<file path="config.mk">
export PLATFORM = sky130hd
export DESIGN_NAME = fft_peak_detect
export DESIGN_NICKNAME = d
export VERILOG_FILES = /design/src/rtl/fft_pkg.sv /design/src/rtl/cplx_mag_sq.sv /design/src/rtl/fft_peak_detect.sv
export SDC_FILE = /design/constraint.sdc
export NUM_CORES = 2
export LEC_CHECK = 0
export CORE_MARGIN = 2
export CORE_UTILIZATION = 40
export CTS_CLUSTER_DIAMETER = 80
export CTS_CLUSTER_SIZE = 24
export DETAILED_ROUTE_END_ITERATION = 10
export PLACE_DENSITY = 0.64
export SYNTH_ARGS = -nofsm -noshare
export SYNTH_HDL_FRONTEND = slang
export SYNTH_SLANG_ARGS = --single-unit
export TNS_END_PERCENT = 50
</file>
<file path="constraint.sdc">
create_clock -name clk -period 14.8 [get_ports clk]
set_input_delay 1.48 -clock clk [delete_from_list [all_inputs] [get_ports clk]]
set_output_delay 1.48 -clock clk [all_outputs]
set_load 0.01 [all_outputs]
</file>
<file path="src/rtl/fft_pkg.sv">
// rtl/fft_pkg.sv - shared FFT stream types, width constants and helpers
package fft_pkg;

    localparam int FFT_INT_DEPTH = 11;
    localparam int FFT_INT_WIDTH = 20;

    typedef enum logic {
        IDLE   = 1'b0,
        ACTIVE = 1'b1
    } fsm_state_t;

    function automatic int mag_width(input int fft_width);
        return 2 * fft_width;
    endfunction

endpackage

</file>
<file path="src/rtl/cplx_mag_sq.sv">
// rtl/cplx_mag_sq.sv - two-stage pipelined Re^2 + Im^2 unit
module cplx_mag_sq
    import fft_pkg::*;
#(
    parameter int FFT_WIDTH = 20
) (
    input  logic                                clk,
    input  logic                                rst,
    input  logic signed [FFT_WIDTH-1:0]         i_re,
    input  logic signed [FFT_WIDTH-1:0]         i_im,
    output logic [mag_width(FFT_WIDTH)-1:0]     o_mag
);

    localparam int PW = mag_width(FFT_WIDTH);

    logic signed [PW-1:0] w_re_ext;
    logic signed [PW-1:0] w_im_ext;
    logic signed [PW-1:0] r_re_sq;
    logic signed [PW-1:0] r_im_sq;
    logic [PW-1:0]        r_mag;

    assign w_re_ext = {{FFT_WIDTH{i_re[FFT_WIDTH-1]}}, i_re};
    assign w_im_ext = {{FFT_WIDTH{i_im[FFT_WIDTH-1]}}, i_im};

    // Each square is at most 2^(2W-2), so the unsigned sum never exceeds 2^(2W-1).
    always_ff @(posedge clk or posedge rst) begin
        if (rst) begin
            r_re_sq <= '0;
            r_im_sq <= '0;
            r_mag   <= '0;
        end else begin
            r_re_sq <= w_re_ext * w_re_ext;
            r_im_sq <= w_im_ext * w_im_ext;
            r_mag   <= $unsigned(r_re_sq) + $unsigned(r_im_sq);
        end
    end

    assign o_mag = r_mag;

endmodule

</file>
<file path="src/rtl/fft_peak_detect.sv">
// rtl/fft_peak_detect.sv - per-packet strongest-bin detector; FFT_PEAK_SKIP_DC_EN excludes bin 0
module fft_peak_detect
    import fft_pkg::*;
#(
    parameter  int FFT_DEPTH = 11,
    parameter  int FFT_WIDTH = 20,
    localparam int MAG_WIDTH = mag_width(FFT_WIDTH)
) (
    input  logic                        clk,
    input  logic                        aclr,
    input  logic                        sink_sop,
    input  logic                        sink_eop,
    input  logic                        sink_valid,
    input  logic signed [FFT_WIDTH-1:0] sink_Re,
    input  logic signed [FFT_WIDTH-1:0] sink_Im,
    output logic                        peak_valid,
    output logic [FFT_DEPTH-1:0]        peak_bin,
    output logic [MAG_WIDTH-1:0]        peak_mag,
    output logic                        error
);

`ifdef FFT_PEAK_SKIP_DC_EN
    localparam bit SKIP_DC = 1'b1;
`else
    localparam bit SKIP_DC = 1'b0;
`endif
    localparam logic [FFT_DEPTH-1:0] LAST_BIN = '1;
    localparam logic [FFT_DEPTH-1:0] SEED_BIN = FFT_DEPTH'(SKIP_DC);

    fsm_state_t                  r_state;
    logic [FFT_DEPTH-1:0]        r_cnt;
    logic                        r_error;

    logic signed [FFT_WIDTH-1:0] r_s0_re;
    logic signed [FFT_WIDTH-1:0] r_s0_im;
    logic                        r_s0_vld, r_s1_vld, r_s2_vld;
    logic                        r_s0_seed, r_s1_seed, r_s2_seed;
    logic                        r_s0_last, r_s1_last, r_s2_last;
    logic [FFT_DEPTH-1:0]        r_s0_bin, r_s1_bin, r_s2_bin;

    logic [MAG_WIDTH-1:0]        w_mag;
    logic                        w_bin0;
    logic [FFT_DEPTH-1:0]        w_bin;
    logic                        w_part;

    logic [MAG_WIDTH-1:0]        r_max_mag;
    logic [FFT_DEPTH-1:0]        r_max_bin;
    logic                        w_take;
    logic [MAG_WIDTH-1:0]        w_max_mag;
    logic [FFT_DEPTH-1:0]        w_max_bin;

    logic                        r_peak_valid;
    logic [FFT_DEPTH-1:0]        r_peak_bin;
    logic [MAG_WIDTH-1:0]        r_peak_mag;

    // Any sop beat, or any beat accepted from IDLE, is bin 0 of a fresh packet.
    assign w_bin0 = (r_state == IDLE) || sink_sop;
    assign w_bin  = w_bin0 ? '0 : r_cnt;
    assign w_part = !SKIP_DC || (w_bin != '0);

    always_ff @(posedge clk or posedge aclr) begin
        if (aclr) begin
            r_state   <= IDLE;
            r_cnt     <= '0;
            r_error   <= 1'b0;
            r_s0_re   <= '0;
            r_s0_im   <= '0;
            r_s0_vld  <= 1'b0;
            r_s0_seed <= 1'b0;
            r_s0_last <= 1'b0;
            r_s0_bin  <= '0;
        end else begin
            r_error   <= 1'b0;
            r_s0_vld  <= 1'b0;
            r_s0_last <= 1'b0;
            r_s0_re   <= sink_Re;
            r_s0_im   <= sink_Im;
            r_s0_bin  <= w_bin;
            r_s0_seed <= (w_bin == SEED_BIN);
            if (sink_valid) begin
                unique case (r_state)
                    IDLE: begin
                        if (sink_sop && !sink_eop) begin
                            r_state  <= ACTIVE;
                            r_cnt    <= FFT_DEPTH'(1);
                            r_s0_vld <= w_part;
                        end else begin
                            r_error <= 1'b1;
                        end
                    end
                    ACTIVE: begin
                        if (sink_sop && sink_eop) begin
                            r_error <= 1'b1;
                            r_state <= IDLE;
                            r_cnt   <= '0;
                        end else if (sink_sop) begin
                            r_error  <= 1'b1;
                            r_cnt    <= FFT_DEPTH'(1);
                            r_s0_vld <= w_part;
                        end else if (sink_eop || (r_cnt == LAST_BIN)) begin
                            r_state <= IDLE;
                            r_cnt   <= '0;
                            if (sink_eop && (r_cnt == LAST_BIN)) begin
                                r_s0_vld  <= w_part;
                                r_s0_last <= 1'b1;
                            end else begin
                                r_error <= 1'b1;
                            end
                        end else begin
                            r_cnt    <= r_cnt + 1'b1;
                            r_s0_vld <= w_part;
                        end
                    end
                    default: r_state <= IDLE;
                endcase
            end
        end
    end

    cplx_mag_sq #(
        .FFT_WIDTH (FFT_WIDTH)
    ) u_mag (
        .clk   (clk),
        .rst   (aclr),
        .i_re  (r_s0_re),
        .i_im  (r_s0_im),
        .o_mag (w_mag)
    );

    always_ff @(posedge clk or posedge aclr) begin
        if (aclr) begin
            r_s1_vld  <= 1'b0;
            r_s1_seed <= 1'b0;
            r_s1_last <= 1'b0;
            r_s1_bin  <= '0;
            r_s2_vld  <= 1'b0;
            r_s2_seed <= 1'b0;
            r_s2_last <= 1'b0;
            r_s2_bin  <= '0;
        end else begin
            r_s1_vld  <= r_s0_vld;
            r_s1_seed <= r_s0_seed;
            r_s1_last <= r_s0_last;
            r_s1_bin  <= r_s0_bin;
            r_s2_vld  <= r_s1_vld;
            r_s2_seed <= r_s1_seed;
            r_s2_last <= r_s1_last;
            r_s2_bin  <= r_s1_bin;
        end
    end

    // Strict greater-than keeps the earliest bin on a tie.
    always_comb begin
        w_take    = r_s2_vld && (r_s2_seed || (w_mag > r_max_mag));
        w_max_mag = w_take ? w_mag    : r_max_mag;
        w_max_bin = w_take ? r_s2_bin : r_max_bin;
    end

    always_ff @(posedge clk or posedge aclr) begin
        if (aclr) begin
            r_max_mag    <= '0;
            r_max_bin    <= '0;
            r_peak_valid <= 1'b0;
            r_peak_bin   <= '0;
            r_peak_mag   <= '0;
        end else begin
            r_max_mag    <= w_max_mag;
            r_max_bin    <= w_max_bin;
            r_peak_valid <= r_s2_vld && r_s2_last;
            if (r_s2_vld && r_s2_last) begin
                r_peak_bin <= w_max_bin;
                r_peak_mag <= w_max_mag;
            end
        end
    end

    assign peak_valid = r_peak_valid;
    assign peak_bin   = r_peak_bin;
    assign peak_mag   = r_peak_mag;
    assign error      = r_error;

endmodule

</file>
Yosys cells after proc, flatten, opt, wreduce, memory -nomap -nowiden --
Index checks and enable logic that the tools add are counted.
Storage, ports and cells: bits in writable memories 0, bits in read-only memories 0, latch bits 0, register bits 318, output and inout port bits 53, bits of input ports 45, memories 0, word-level logic and storage cells 75
Cells by class: eq/ne operators 2, multiply operators 2, order comparisons 1, reduce and logical (&&, ||, !) cells 11, shift operators 0, div/mod/pow operators 0, add/subtract/negate cells 2, bitwise operators 1, multiplexer cells 31
Operators with widths (number):
- $mul A20 B20 Y40 | 2
- $mux W11 | 6
- $add A40 B40 Y40 | 1
- $gt A40 B40 Y1 | 1
- $mux W40 | 1
- $pmux W11 S2 | 1
- $mux W1 | 20
- $add A11 B1 Y11 const B | 1
- $eq A11 B11 Y1 const B | 1
- $logic_not A11 Y1 | 1
- $pmux W1 S2 | 3
- $logic_and A1 B1 Y1 | 5
- $logic_or A1 B1 Y1 | 3
- $ne A2 B1 Y1 const B | 1
- $reduce_and A2 Y1 | 1
- $logic_not A1 Y1 | 1
- $not A1 Y1 | 1

Depth between registers and ports, before layout --
depth in word-level cells 8, mapped depth 27, gate-level depth less buffers 26

By module --
Synthesis repeated with hierarchy kept, for this count alone.
Unflattened totals: cell total of the unflattened synthesis 3842, area, all modules 39479.1 um2
By module, submodules not included:
- cplx_mag_sq | times used 1, sequential area each 2952.8 um2, cells an instance 3119, area each 31019.8 um2
- fft_peak_detect | times used 1, sequential area each 4954.8 um2, cells an instance 723, area each 8459.4 um2

Worst setup path before layout --
Ideal clock, no wire load.
path kind reg-to-reg, start register r_s0_im[19], end register u_mag.r_im_sq[39], slack 7.679 ns, cell stages (with the launch flop) 25, data arrival time 6.990 ns, library setup time 0.131 ns, buffers on the path 2, required time 14.669 ns, clock period less this slack 7.121 ns, path through dfrtp_1 > clkbuf_1 > clkbuf_1 > nand2_1 > fa_1 > inv_1 > fa_1 > inv_1 > fa_1 > inv_1 > fa_1 > fa_1 > fa_1 > inv_1 > fa_1 > inv_1 > ha_1 > a21o_1 > a21o_1 > a21o_1 > a21o_1 > a21o_1 > a31oi_4 > nor2_1 > or3_1
Between the ends: longest elaborated chain between the ends 1
Ends and longest elaborated chain:
- start: declaration | line fft_peak_detect.sv:35 | logic signed [FFT_WIDTH-1:0] r_s0_im;
- start signal: assignment | line fft_peak_detect.sv:77 | r_s0_im <= sink_Im;
- $mul A20 B20 Y40 | line cplx_mag_sq.sv:33 | r_im_sq <= w_im_ext * w_im_ext;
- end signal: assignment | line cplx_mag_sq.sv:33
- end: declaration | line cplx_mag_sq.sv:19 | logic signed [PW-1:0] r_im_sq;
Every way passes these cells. A chain may end at the register's enable or synchronous reset.

Worst setup path after layout --
start register r_s0_re[2], end register u_mag.r_re_sq[38]
Between the ends: longest elaborated chain between the ends 1
Ends and longest elaborated chain:
- start: declaration | line fft_peak_detect.sv:34 | logic signed [FFT_WIDTH-1:0] r_s0_re;
- start signal: assignment | line fft_peak_detect.sv:76 | r_s0_re <= sink_Re;
- $mul A20 B20 Y40 | line cplx_mag_sq.sv:32 | r_re_sq <= w_re_ext * w_re_ext;
- end signal: assignment | line cplx_mag_sq.sv:32
- end: declaration | line cplx_mag_sq.sv:18 | logic signed [PW-1:0] r_re_sq;
Every way passes these cells.

==> summary.md <==
| Metric | Value |
|---|---|
| Run status | finished clean |
| Max_cap viols | 0 |
| Most frequent cells after synthesis | inv_1 (953), fa_1 (772), dfrtp_1 (316), nand2_1 (311), ha_1 (295) |
| CP max FO | 23 |
| Fmax | approximately 0.13 GHz |
| First-pass GRT wire length | 141000 um |
| Largest net degree at the start of global routing | 155 |
| Length of the first detailed-routing pass in iterations | 7 |
| Total track usage | 0.173 |
| Area added between synthesis and finish | 8.36% |
| Setup crit start kind | register |
| TritonCTS clock tree | yes |
| WL final | 83400 um |
| Hold Fails Final Rpt | 0 |
| Crit end category | register |
| Crit path capture | u_mag.r_re_sq[38] |
| DR iter-0 viols | 1037 |
| Synth top area share | 0.389 |
| Slew Viols, Final | 0 |
| Routed vias/inst | 4.82 |
| Row Count | 115 |
| Worst-Skew Late Latency | roughly 0.64 ns |
| Maximum clock insertion buffer count | 3 |
| Req. time, crit path | 15.31 ns |
| Vias in the first global route | 27840 |
| Yosys cell types | 72 |
| Core ar. | around 98000 um2 |
| Reg2reg path depth | 21 |
| Cells after synthesis | around 3800 |
| Die W | about 320 um |
| Setup Total Neg Slack | 0 ns |
| Unrepaired setup endpoints after global routing | false |
| Die height | around 320 um |
| Initial Utilization | 0.404 |
| Nets | around 5000 |
| Clk slew on worst S/H paths | 0.09 ns |
| Seq/Total Area, Yosys | 0.199 |
| Worst setup path startpoint | r_s0_re[2] |
| Reg2reg start | r_s0_re[2] |
| Syn. warnings | 0 |
| CTS sink count | 316 |
| Worst Skew | between 0.05 and 0.06 ns |
| Most frequent cell after synthesis | inv_1 |
| PortBufs | 97 |
| Slew HR | 0.308 |
| DRC viols | 0 |
| Total die area | between 100000 and 150000 um2 |
| Root Buffer Master | clkbuf_16 |
| Dominant register cell in the synthesized netlist | dfrtp_1 |
| Period utilization | 0.518 |
| DPL Wire Length | 67400 um |
| #FFs+latches synth | 316 |
| Synth Area per Inst | approximately 10 um2 |
| Final setup fails | 0 |
| Worst Tran Pin Value | between 1 and 1.5 ns |
| Min-Delay Startpoint | r_s0_bin[6] |
| Post-route cell area | approximately 43000 um2 |
| TritonCTS buffer count | 25 |
| WHS Path Cells | 0 |
| Grt total ovfl | 0 |
| Synth area leaders | fa_1 (39%), dfrtp_1 (20%), ha_1 (9.3%), inv_1 (9.0%), nand2_1 (2.9%) |
| Tmin final | 7.67 ns |
| Post-synth EDFFs | 0 |
| Post_cts resized | 0 |
| Placement Cell Area | 42100 um2 |
| Worst min path class | reg2reg |
| Inst Count DP | 5124 |
| Non-Filler Instances | roughly 5200 |
| Post-route ant nets | 0 |
| IO Pins | 98 |
| Yosys top cell by area | fa_1 |
| R2R setup slack | a little over 7 ns |
| Setup Buffers After CTS | 0 |
| Asr flop ratio synth | 1.00 |
| Kind of critical path | reg2reg |
| Post-CTS Hold Buffers | 0 |
| Net count after synthesis | 4921 |
| Arr. time, crit path | slightly above 8 ns |
| Reg-to-Reg End | u_mag.r_re_sq[38] |
| Via count | 24923 |
| GP Congestion | 0.861 |
| H-tree depth | 1 |
| WL/cell | 16.1 um |
| Number of antenna violations at the first check in global routing | 5 |
| Mapped cell area | 39700 um2 |
| Number of fill cells | 9381 |
| Share of cells above drive strength 1 | 0.0402 |
## critical path, stage by stage (launching register included)
cell and delay [ns]:
dfrtp_1 1.01, nand2_1 0.24, fa_1 0.61, fa_1 0.58, inv_1 0.06, fa_1 0.76, inv_1 0.28, fa_1 0.54
fa_1 0.50, fa_1 0.50, inv_1 0.06, fa_1 0.45, ha_1 0.37, a21o_1 0.20, a21o_1 0.17, a21oi_1 0.19
o21a_1 0.17, o21ai_0 0.09, a31oi_1 0.32, o21ai_0 0.16, a21oi_1 0.19, xnor2_1 0.14
## logic make-up (layout without fill, tap and decap cells)
logic type / after synthesis / in the layout / share of synthesized area
fa+ha+maj: 1067 / 1067 / 0.482
buf+inv: 1055 / 1126 / 0.101
simple gates: 746 / 746 / 0.0909
compound gates: 379 / 379 / 0.0627
flops: 316 / 316 / 0.199
xor+xnor: 140 / 140 / 0.0309
mux: 106 / 106 / 0.0331
other cells: 0 / 2 / 0
## layout make-up
cell class / count / area (um2) / area share
Antenna cell: 2 / 5.00 / 0.000116
Clock buffer: 27 / 643 / 0.0149
Clock inverter: 16 / 256 / 0.00596
Inverter: 953 / 3580 / 0.0833
Multi-Input combinational cell: 2438 / 27800 / 0.646
Sequential cell: 316 / 7910 / 0.184
Tap cell: 1287 / 1610 / 0.0374
Timing Repair Buffer: 130 / 1230 / 0.0286
## worst min path at each step
stage	endpoint	slack, ns
final	r_s1_bin[6]	0.35
after global routing	r_s1_bin[1]	0.36
after CTS	r_s1_bin[1]	0.35
after global placement	r_s2_bin[5]	0.33
after detailed placement	r_s1_bin[1]	0.33
after floorplan	r_s1_bin[0]	0.33
## metal layers
metal	global-route usage	vias up	routed length, um
met1	0.222	12874	35800
li1	-	11611	-
met2	0.306	335	42400
met5	0	-	0
met3	0.0239	103	3370
met4	0.0417	0	1840
## per-stage QoR
step | worst slack, ns | utilization | hold WS [ns]
2_1_floorplan | 4.58 | - | 0.331
3_3_place_gp | 7.29 | 0.428 | 0.331
3_5_place_dp | 7.17 | 0.428 | 0.335
4_1_cts | 7.15 | 0.437 | 0.350
5_1_grt | 6.75 | 0.437 | 0.356
6_report | 7.13 | 0.437 | 0.352
## cells in the final DEF, fill, tap and decap left out, drive strengths merged, types with 7 or more instances in the layout
cell type	synthesis	layout
inv	953	965
fa	772	772
dfrtp	316	316
nand2	311	311
ha	295	295
and2	172	172
xnor2	99	99
o21ai	98	98
nor2	97	97
clkdlybuf4s50	0	97
a21oi	91	91
a21o	68	68
mux2i	53	53
mux2	53	53
xor2	41	41
nor2b	38	38
buf	14	33
clkbuf	88	27
nor3	24	24
o21a	23	23
a211oi	23	23
nand3	21	21
and3	21	21
nand4	19	19
nand2b	15	15
o21bai	15	15
a31oi	11	11
o211ai	9	9
or2	9	9
or3	7	7
## sequential cells by signal, summed over array words and instances, names as in the netlist, 11 cells and up
| name | flops |
|---|---|
| peak_mag | 40 |
| r_max_mag | 40 |
| u_mag.o_mag | 40 |
| u_mag.r_im_sq | 39 |
| u_mag.r_re_sq | 39 |
| r_s0_im | 20 |
| r_s0_re | 20 |
| peak_bin | 11 |
| r_cnt | 11 |
| r_max_bin | 11 |
| r_s0_bin | 11 |
| r_s1_bin | 11 |
| r_s2_bin | 11 |
Power is left out: the tool's default activity adds up to more than one toggle a clock period on the data nets, which glitch-free logic cannot reach.
